$ cat src/rtl/clock_pkg.sv
// Shared encodings, field widths and wrap limits for the clock mode/time-keeping logic.
package clock_pkg;

  localparam int unsigned HOUR_W = 5;
  localparam int unsigned MIN_W  = 6;
  localparam int unsigned SEC_W  = 6;

  localparam int unsigned HOUR_LAST = 23;
  localparam int unsigned MIN_LAST  = 59;
  localparam int unsigned SEC_LAST  = 59;

  typedef logic [1:0] mode_t;

  localparam mode_t MODE_RUN      = 2'd0;
  localparam mode_t MODE_SET_HOUR = 2'd1;
  localparam mode_t MODE_SET_MIN  = 2'd2;
  localparam mode_t MODE_SET_SEC  = 2'd3;

  function automatic mode_t next_mode(input mode_t m);
    mode_t n;
    case (m)
      MODE_RUN:      n = MODE_SET_HOUR;
      MODE_SET_HOUR: n = MODE_SET_MIN;
      MODE_SET_MIN:  n = MODE_SET_SEC;
      default:       n = MODE_RUN;
    endcase
    return n;
  endfunction

endpackage

$ cat src/rtl/wrap_field_counter.sv
// Modulo (Last+1) up/down counter for one time field; carry flags an increment at Last.
module wrap_field_counter #(
  parameter int unsigned Width    = 6,
  parameter int unsigned Last     = 59,
  parameter logic [Width-1:0] ResetVal = '0
) (
  input  logic             clk_i,
  input  logic             rst_i,
  input  logic             inc_i,
  input  logic             dec_i,
  input  logic             load_i,
  input  logic [Width-1:0] load_val_i,
  output logic [Width-1:0] value_o,
  output logic             carry_o
);

  localparam logic [Width-1:0] LastV = Width'(Last);

  logic [Width-1:0] value_q, value_d;
  logic             inc_only, dec_only;

  // Opposing requests in the same cycle cancel.
  assign inc_only = inc_i & ~dec_i;
  assign dec_only = dec_i & ~inc_i;

  always_comb begin
    value_d = value_q;
    if (load_i) begin
      value_d = load_val_i;
    end else if (inc_only) begin
      value_d = (value_q == LastV) ? '0 : value_q + 1'b1;
    end else if (dec_only) begin
      value_d = (value_q == '0) ? LastV : value_q - 1'b1;
    end
  end

  always_ff @(posedge clk_i or posedge rst_i) begin
    if (rst_i) begin
      value_q <= ResetVal;
    end else begin
      value_q <= value_d;
    end
  end

  assign value_o = value_q;
  assign carry_o = inc_only & ~load_i & (value_q == LastV);

endmodule

$ cat src/rtl/clock_mode_ctrl.sv
// Mode sequencer and hh:mm:ss keeper; optional decrement button under CLOCK_MODE_CTRL_DEC_EN.
module clock_mode_ctrl
  import clock_pkg::*;
#(
  parameter int unsigned RESET_HOUR = 0,
  parameter int unsigned RESET_MIN  = 0,
  parameter int unsigned RESET_SEC  = 0
) (
  input  logic              i_clk,
  input  logic              i_rst,
  input  logic              i_tick,
  input  logic              i_mode_btn,
  input  logic              i_inc_btn,
`ifdef CLOCK_MODE_CTRL_DEC_EN
  input  logic              i_dec_btn,
`endif
  output logic              o_prescaler_hold,
  output logic              o_prescaler_clr,
  output logic [HOUR_W-1:0] o_hour,
  output logic [MIN_W-1:0]  o_min,
  output logic [SEC_W-1:0]  o_sec,
  output logic [1:0]        o_mode,
  output logic              o_set_active
);

  localparam int unsigned HourInit = (RESET_HOUR <= HOUR_LAST) ? RESET_HOUR : 0;
  localparam int unsigned MinInit  = (RESET_MIN <= MIN_LAST) ? RESET_MIN : 0;
  localparam int unsigned SecInit  = (RESET_SEC <= SEC_LAST) ? RESET_SEC : 0;

  if (RESET_HOUR > HOUR_LAST) begin : g_bad_hour
    $error("clock_mode_ctrl: RESET_HOUR out of range, clipped to 0");
  end
  if (RESET_MIN > MIN_LAST) begin : g_bad_min
    $error("clock_mode_ctrl: RESET_MIN out of range, clipped to 0");
  end
  if (RESET_SEC > SEC_LAST) begin : g_bad_sec
    $error("clock_mode_ctrl: RESET_SEC out of range, clipped to 0");
  end

  mode_t mode_q, mode_d;
  logic  hold_q, hold_d;
  logic  clr_q, clr_d;

  logic dec_btn;
`ifdef CLOCK_MODE_CTRL_DEC_EN
  assign dec_btn = i_dec_btn;
`else
  assign dec_btn = 1'b0;
`endif

  logic in_run, run_tick, edit_ok, inc_edit, dec_edit;
  logic sec_inc, sec_dec, min_inc, min_dec, hour_inc, hour_dec;
  logic sec_carry, min_carry, hour_carry;

  assign in_run   = (mode_q == MODE_RUN);
  // A tick in RUN is applied even when the mode button moves us to SET_HOUR.
  assign run_tick = in_run & i_tick;
  // Edits are dropped on a mode step or when inc and dec collide.
  assign edit_ok  = ~in_run & ~i_mode_btn & ~(i_inc_btn & dec_btn);
  assign inc_edit = edit_ok & i_inc_btn;
  assign dec_edit = edit_ok & dec_btn;

  assign sec_inc  = run_tick | ((mode_q == MODE_SET_SEC) & inc_edit);
  assign sec_dec  = (mode_q == MODE_SET_SEC) & dec_edit;
  assign min_inc  = (run_tick & sec_carry) | ((mode_q == MODE_SET_MIN) & inc_edit);
  assign min_dec  = (mode_q == MODE_SET_MIN) & dec_edit;
  assign hour_inc = (run_tick & min_carry) | ((mode_q == MODE_SET_HOUR) & inc_edit);
  assign hour_dec = (mode_q == MODE_SET_HOUR) & dec_edit;

  always_comb begin
    mode_d = mode_q;
    clr_d  = 1'b0;
    if (i_mode_btn) begin
      mode_d = next_mode(mode_q);
      clr_d  = (mode_q == MODE_SET_SEC);
    end
    hold_d = (mode_d != MODE_RUN);
  end

  always_ff @(posedge i_clk or posedge i_rst) begin
    if (i_rst) begin
      mode_q <= MODE_RUN;
      hold_q <= 1'b0;
      clr_q  <= 1'b0;
    end else begin
      mode_q <= mode_d;
      hold_q <= hold_d;
      clr_q  <= clr_d;
    end
  end

  wrap_field_counter #(
    .Width    (SEC_W),
    .Last     (SEC_LAST),
    .ResetVal (SEC_W'(SecInit))
  ) u_sec (
    .clk_i      (i_clk),
    .rst_i      (i_rst),
    .inc_i      (sec_inc),
    .dec_i      (sec_dec),
    .load_i     (1'b0),
    .load_val_i ('0),
    .value_o    (o_sec),
    .carry_o    (sec_carry)
  );

  wrap_field_counter #(
    .Width    (MIN_W),
    .Last     (MIN_LAST),
    .ResetVal (MIN_W'(MinInit))
  ) u_min (
    .clk_i      (i_clk),
    .rst_i      (i_rst),
    .inc_i      (min_inc),
    .dec_i      (min_dec),
    .load_i     (1'b0),
    .load_val_i ('0),
    .value_o    (o_min),
    .carry_o    (min_carry)
  );

  wrap_field_counter #(
    .Width    (HOUR_W),
    .Last     (HOUR_LAST),
    .ResetVal (HOUR_W'(HourInit))
  ) u_hour (
    .clk_i      (i_clk),
    .rst_i      (i_rst),
    .inc_i      (hour_inc),
    .dec_i      (hour_dec),
    .load_i     (1'b0),
    .load_val_i ('0),
    .value_o    (o_hour),
    .carry_o    (hour_carry)
  );

  logic unused_carry;
  assign unused_carry = hour_carry;

  assign o_mode           = mode_q;
  assign o_prescaler_hold = hold_q;
  assign o_set_active     = hold_q;
  assign o_prescaler_clr  = clr_q;

endmodule

$ cat config.mk
export PLATFORM = sky130hd
export DESIGN_NAME = clock_mode_ctrl
export DESIGN_NICKNAME = d
export VERILOG_FILES = /design/src/rtl/clock_pkg.sv /design/src/rtl/wrap_field_counter.sv /design/src/rtl/clock_mode_ctrl.sv
export SDC_FILE = /design/constraint.sdc
export NUM_CORES = 1
export LEC_CHECK = 0
export CAP_MARGIN = 25
export CORE_ASPECT_RATIO = 1.5
export CORE_MARGIN = 5
export CORE_UTILIZATION = 45
export CTS_BUF_LIST = sky130_fd_sc_hd__clkbuf_4 sky130_fd_sc_hd__clkbuf_8 sky130_fd_sc_hd__clkbuf_16
export DETAILED_ROUTE_END_ITERATION = 10
export PLACE_DENSITY = 0.67
export SLEW_MARGIN = 20
export SYNTH_ARGS = -nofsm -noshare
export SYNTH_HDL_FRONTEND = slang
export SYNTH_HIERARCHICAL = 1
export SYNTH_SLANG_ARGS = --single-unit
$ cat constraint.sdc
create_clock -name i_clk -period 3.9 [get_ports i_clk]
set_clock_uncertainty 0.2 [all_clocks]
set_input_delay 0.975 -clock i_clk [delete_from_list [all_inputs] [get_ports i_clk]]
set_output_delay 0.975 -clock i_clk [all_outputs]
set_load 0.02 [all_outputs]
======== Word-level counts from Yosys, hierarchy flattened ========
Cells that the tools add are included.
word-level totals
  logic and storage cells ................. 38
  input port bits ......................... 5
  flip-flop bits (word level) ............. 21
cells by class
  $add $sub $neg .......................... 3
  eq/ne operators ......................... 6
  bitwise gates (word level) .............. 15
  muxes and demuxes ....................... 6
  reduce and logical (&&, ||, !) cells .... 2
operators with widths
  cell                   number
  $add A6 B1 Y6 const B  2
  $eq A6 B6 Y1 const B   2
  $mux W6                2
  $and A1 B1 Y1          10
  $pmux W2 S3            1
  $add A5 B1 Y5 const B  1
  $eq A5 B5 Y1 const B   1
  $mux W5                1
  $eq A2 B2 Y1 const B   2
  $or A1 B1 Y1           3
  $eq A2 B1 Y1 const B   1
  $logic_not A2 Y1       1
  $mux W2                1
  $not A1 Y1             2
  $reduce_bool A2 Y1     1
  $mux W1                1

======== Depth between registers and ports, before layout ========
  depth after elaboration ................. 12
  gate-level depth with buffers ........... 16

======== By module ========
The synthesis kept the hierarchy.
by module, submodules not included
  module                          cells each  seq. area each (sq um)  area an instance (sq um)  times used
  wrap_field_counter (u_min ...)  79          150.1                   655.6                     2
  wrap_field_counter (u_hour)     51          125.1                   426.7                     1
  clock_mode_ctrl                 31          100.1                   275.3                     1

======== Worst setup path after synthesis ========
No wires, ideal clock.
  kind .................................... input-to-reg
  from .................................... in i_mode_btn
  to ...................................... reg u_hour.value_q[4], in the netlist u_hour/value_o[4]
  slack ................................... 0.521 ns
  stages on the path ...................... 15
  path buffers ............................ 1
  arrival time ............................ 3.102 ns
  library setup time ...................... 0.077 ns
  cell sequence ........................... buf_6 -> nand3b_1 -> o21ai_1 -> nand2b_1 -> nor3_1 -> nand3_1 -> o21ai_1 -> nand2b_1 -> nor3_1 -> nand3_1 -> o21ai_1 -> nor2b_4 -> nand4_1 -> a21o_1 -> a21oi_1
on the way
  word-level cells in the longest chain between the ends .. 11
RTL lines
  what                  RTL line                  RTL
  from (decl)           clock_mode_ctrl.sv:12     input logic i_mode_btn,
  $not A1 Y1            clock_mode_ctrl.sv:59     assign edit_ok = ~in_run & ~i_mode_btn & ~(i_inc_btn & dec_btn);
  $and A1 B1 Y1         clock_mode_ctrl.sv:59
  $and A1 B1 Y1         clock_mode_ctrl.sv:60     assign inc_edit = edit_ok & i_inc_btn;
  $and A1 B1 Y1         clock_mode_ctrl.sv:63     assign sec_inc = run_tick | ((mode_q == MODE_SET_SEC) & inc_edit);
  $or A1 B1 Y1          clock_mode_ctrl.sv:63
  named net sec_inc     clock_mode_ctrl.sv:52     logic sec_inc, sec_dec, min_inc, min_dec, hour_inc, hour_dec;
  $and A1 B1 Y1         wrap_field_counter.sv:46  assign carry_o = inc_only & ~load_i & (value_q == LastV);
  named net sec_carry   clock_mode_ctrl.sv:53     logic sec_carry, min_carry, hour_carry;
  $and A1 B1 Y1         clock_mode_ctrl.sv:65     assign min_inc = (run_tick & sec_carry) | ((mode_q == MODE_SET_MIN) & inc_edit);
  $or A1 B1 Y1          clock_mode_ctrl.sv:65
  named net min_inc     clock_mode_ctrl.sv:52
  $and A1 B1 Y1         wrap_field_counter.sv:46
  named net min_carry   clock_mode_ctrl.sv:53
  $and A1 B1 Y1         clock_mode_ctrl.sv:67     assign hour_inc = (run_tick & min_carry) | ((mode_q == MODE_SET_HOUR) & inc_edit);
  $or A1 B1 Y1          clock_mode_ctrl.sv:67
  named net hour_inc    clock_mode_ctrl.sv:52
  to (signal assigned)  wrap_field_counter.sv:39  value_q <= ResetVal;
  to (signal assigned)  wrap_field_counter.sv:41  value_q <= value_d;
  to (decl)             wrap_field_counter.sv:19  logic [Width-1:0] value_q, value_d;
The timed path passes the listed nets, and every way through them passes these cells.
A chain may end at the register's enable or synchronous reset.

======== Worst setup path after layout ========
  from .................................... in i_inc_btn
  to ...................................... reg u_hour.value_q[4], in the netlist u_hour/value_o[4]
on the way
  word-level cells in the longest chain between the ends .. 9
RTL lines
  what                 RTL line                  RTL
  from (decl)          clock_mode_ctrl.sv:13     input logic i_inc_btn,
  $and A1 B1 Y1        clock_mode_ctrl.sv:60
  $and A1 B1 Y1        clock_mode_ctrl.sv:63
  $or A1 B1 Y1         clock_mode_ctrl.sv:63
  named net sec_inc    clock_mode_ctrl.sv:52
  $and A1 B1 Y1        wrap_field_counter.sv:46
  named net sec_carry  clock_mode_ctrl.sv:53
  $and A1 B1 Y1        clock_mode_ctrl.sv:65
  $or A1 B1 Y1         clock_mode_ctrl.sv:65
  named net min_inc    clock_mode_ctrl.sv:52
  $and A1 B1 Y1        wrap_field_counter.sv:46
  named net min_carry  clock_mode_ctrl.sv:53
  $and A1 B1 Y1        clock_mode_ctrl.sv:67
  $or A1 B1 Y1         clock_mode_ctrl.sv:67
  named net hour_inc   clock_mode_ctrl.sv:52
The timed path passes the listed nets, and every way through them passes these cells.

==> impl_metrics.yaml <==
placement:
  place_congestion: 0.874
  placed_area_um2: 2380
  pre_cts_ws_ps: 137
  dp_hpwl_mm: 3.66
  port_buffers: 26
clocking:
  cts_tree: "built"
  cts_root_buf: "clkbuf_8"
  cts-resized-gates: 0
  clock_sinks: 21
  cts.path.max_buffers: 2
  numCtsBuffers: 3
  cts_hold_buf: 0
  clkTransAtPathRegs_ps: 80
  htreeDepth: 1
  cts_setup_buffers: 0
  clk_latency_ps: 260
detailed_routing:
  viasPerCell: 5.56
  drt-initial-drc-count: 103
  post_drt_wl_per_cell_um: 13.8
  wl_mm: 4.76
  dr.pass1.iters: 4
  drtAntennaViolNets: 0
  drt-met1-wl_mm: 1.97
  wl_met3_um: 220
  vias: 1911
  route.met2.wl_mm: 2.39
  drc: 0
  routed.top_layer: "met4"
power:
  p_leak_nw: 1.05
  internal_power_uw: 612
  p_sw_uw: 481
  power_density_nw_per_um2: 451
  p_comb_share_pct: 52.5
  clock_power_share_pct: 14.4
  peakVddDrop_mv: 0.255
  switching_share_pct: 44.0
  pwr-share-seq_pct: 33.0
global_route:
  grt_pass1_wl_mm: 8.12
  grt_overflow_total: 0
  grt_pass1_vias: 1835
  antenna_found_initial: 0
  grtUsageTotal_pct: 16.7
  grt_max_degree: 12
timing:
  rsz0062_at_grt: "no"
  hold_violations: 0
  period_needed_ps: 3490
  maxSlewViolCount: 0
  finalSetupViolCount: 0
  finalSetupTns_ps: 0
  period_share_pct: 89.5
  fin_worst_hold_slack_ps: 419
  setup_ws_ps: 410
  max_freq_mhz: 287
critical_path:
  crit_end: "u_hour/value_o[4]$_DFFE_PP0P_"
  cp-start-kind: "primary input"
  worstRegToRegCells: 16
  r2r_setup_slack_ps: 840
  crit_required_ps: 3890
  crit_buf_inv: 1
  r2r-start: "o_mode[0]$_DFF_PP0_"
  worst-path-stages: 15
  cpPeakStageDelay_ps: 500
  setup.worst_path.start: "i_inc_btn"
  crit_fanout: 6
  crit_top_cell: "o21ai_1"
  crit_chain: "clkdlybuf4s50_1 > nand3b_1 > o21ai_1 > nand2b_1 > nor3_1 > nand3_1 > o21ai_1 > nand2b_1 > nor3_1 > nand3_1 > o21ai_1 > nor2b_4 > nand4_1 > a21o_1 > a21oi_1"
  worst-setup-path-type: "in2reg"
  reg2reg_to: "u_hour/value_o[4]$_DFFE_PP0P_"
  cp_data_arrival_time_ps: 3480
  critPathCaptureType: "flip-flop"
  slowest_stage: "clkdlybuf4s50_1"
  critPathTopFamily: "simple AND/OR/NAND/NOR gates"
finish:
  antenna_cells: 0
  drive_above_1_share_pct: 8.39
  multi_input_area_um2: 1450
  nFillCells: 429
  area_growth_pct: 20.8
  regArea_um2: 526
  final_area_um2: 2430
  nets: 316
die:
  start_util_pct: 46.9
  die_x_um: 64.5
  die_area_um2: 5930
  rows: 29
  core_um2: 4280
  die_h_um: 91.8
  io_pins: 27
job:
  cap_violations: 0
logic_synthesis:
  syn_inst: 239
  synth_area_um2: 2010
  yosysWarnings: 6
  syn_avg_cell_area_um2: 8.40
status:
  status: "completed"
min_path:
  worstHoldPathType: "reg2reg"
==> registers in the layout, summed over array words and instances (netlist names) <==
name,count
u_sec/value_o,6
u_hour/value_o,5
o_mode,2
o_prescaler_hold,1
u_min/value_o,6
o_prescaler_clr,1
==> worst register-to-register path: cells and delay by family (launching register included) <==
kind / cells / cell delay, ps
and+or+nand+nor: 9 / 1230
AOI/OAI and AO/OA: 5 / 680
DFF: 1 / 440
adders and majority gates: 1 / 300
buffers and inverters: 1 / 120
==> power groups by stage <==
stage | Combinational, mW | Sequential (mW) | Clock, mW
4_1_cts | 0.563 | 0.361 | 0.162
5_1_grt | 0.634 | 0.375 | 0.172
3_5_place_dp | 0.560 | 0.365 | 0
2_1_floorplan | 0.383 | 0.382 | 0
3_3_place_gp | 0.558 | 0.366 | 0
6_report | 0.574 | 0.361 | 0.158
==> final cells by class <==
class | instances | share of cell area, %
tap | 46 | 2.37
clock buffer | 4 | 2.01
timing repair buffer | 29 | 11.7
multi-input combinational | 227 | 59.7
inverter | 17 | 2.63
sequential | 21 | 21.7
==> metrics by stage <==
| step | total power [mW] | cells | util (%) |
|---|---|---|---|
| detailed placement | 0.925 | 340 | 55.5 |
| global placement | 0.924 | 340 | 55.5 |
| finish | 1.09 | 344 | 56.7 |
| floorplan | 0.765 | 279 | - |
| global route | 1.18 | 344 | 56.7 |
| CTS | 1.09 | 344 | 56.7 |
==> worst min-delay path by stage <==
stage | depth (start not counted) | start | endpoint | slack [ps]
global route | 2 | u_hour/value_o[4]$_DFFE_PP0P_ | u_hour/value_o[4]$_DFFE_PP0P_ | 470
finish | 2 | u_hour/value_o[4]$_DFFE_PP0P_ | u_hour/value_o[4]$_DFFE_PP0P_ | 420
floorplan | 2 | u_hour/value_o[4]$_DFFE_PP0P_ | u_hour/value_o[4]$_DFFE_PP0P_ | 470
global placement | 2 | u_hour/value_o[4]$_DFFE_PP0P_ | u_hour/value_o[4]$_DFFE_PP0P_ | 410
CTS | 2 | u_hour/value_o[4]$_DFFE_PP0P_ | u_hour/value_o[4]$_DFFE_PP0P_ | 420
detailed placement | 2 | u_hour/value_o[4]$_DFFE_PP0P_ | u_hour/value_o[4]$_DFFE_PP0P_ | 410
==> cells in the final DEF (no fill, tap or decap), types with 3 or more instances in the layout <==
cell and n:
conb_1 41, clkdlybuf4s50_1 26, dfrtp_1 21, nand2_1 20
inv_1 17, a21oi_1 16, o21ai_0 14, ha_1 12
nand2b_1 11, nor3_1 9, o21ai_1 8, nor2_1 8
nand3_1 6, a31oi_1 6, a31o_2 4, and2b_1 4
mux2i_1 4, nand3b_1 3, clkbuf_8 3, buf_4 3
nand3_2 3, nand4_1 3, and3_1 3, o211ai_1 3
o31a_1 3, a22o_1 3
==> metal layers <==
metal | up-vias | track usage, %
li1 | 953 | -
met1 | 875 | 18.8
met2 | 61 | 29.4
met3 | 22 | 2.57
met4 | 0 | 9.17
met5 | - | 0
Power figures use the tool's default switching activity.
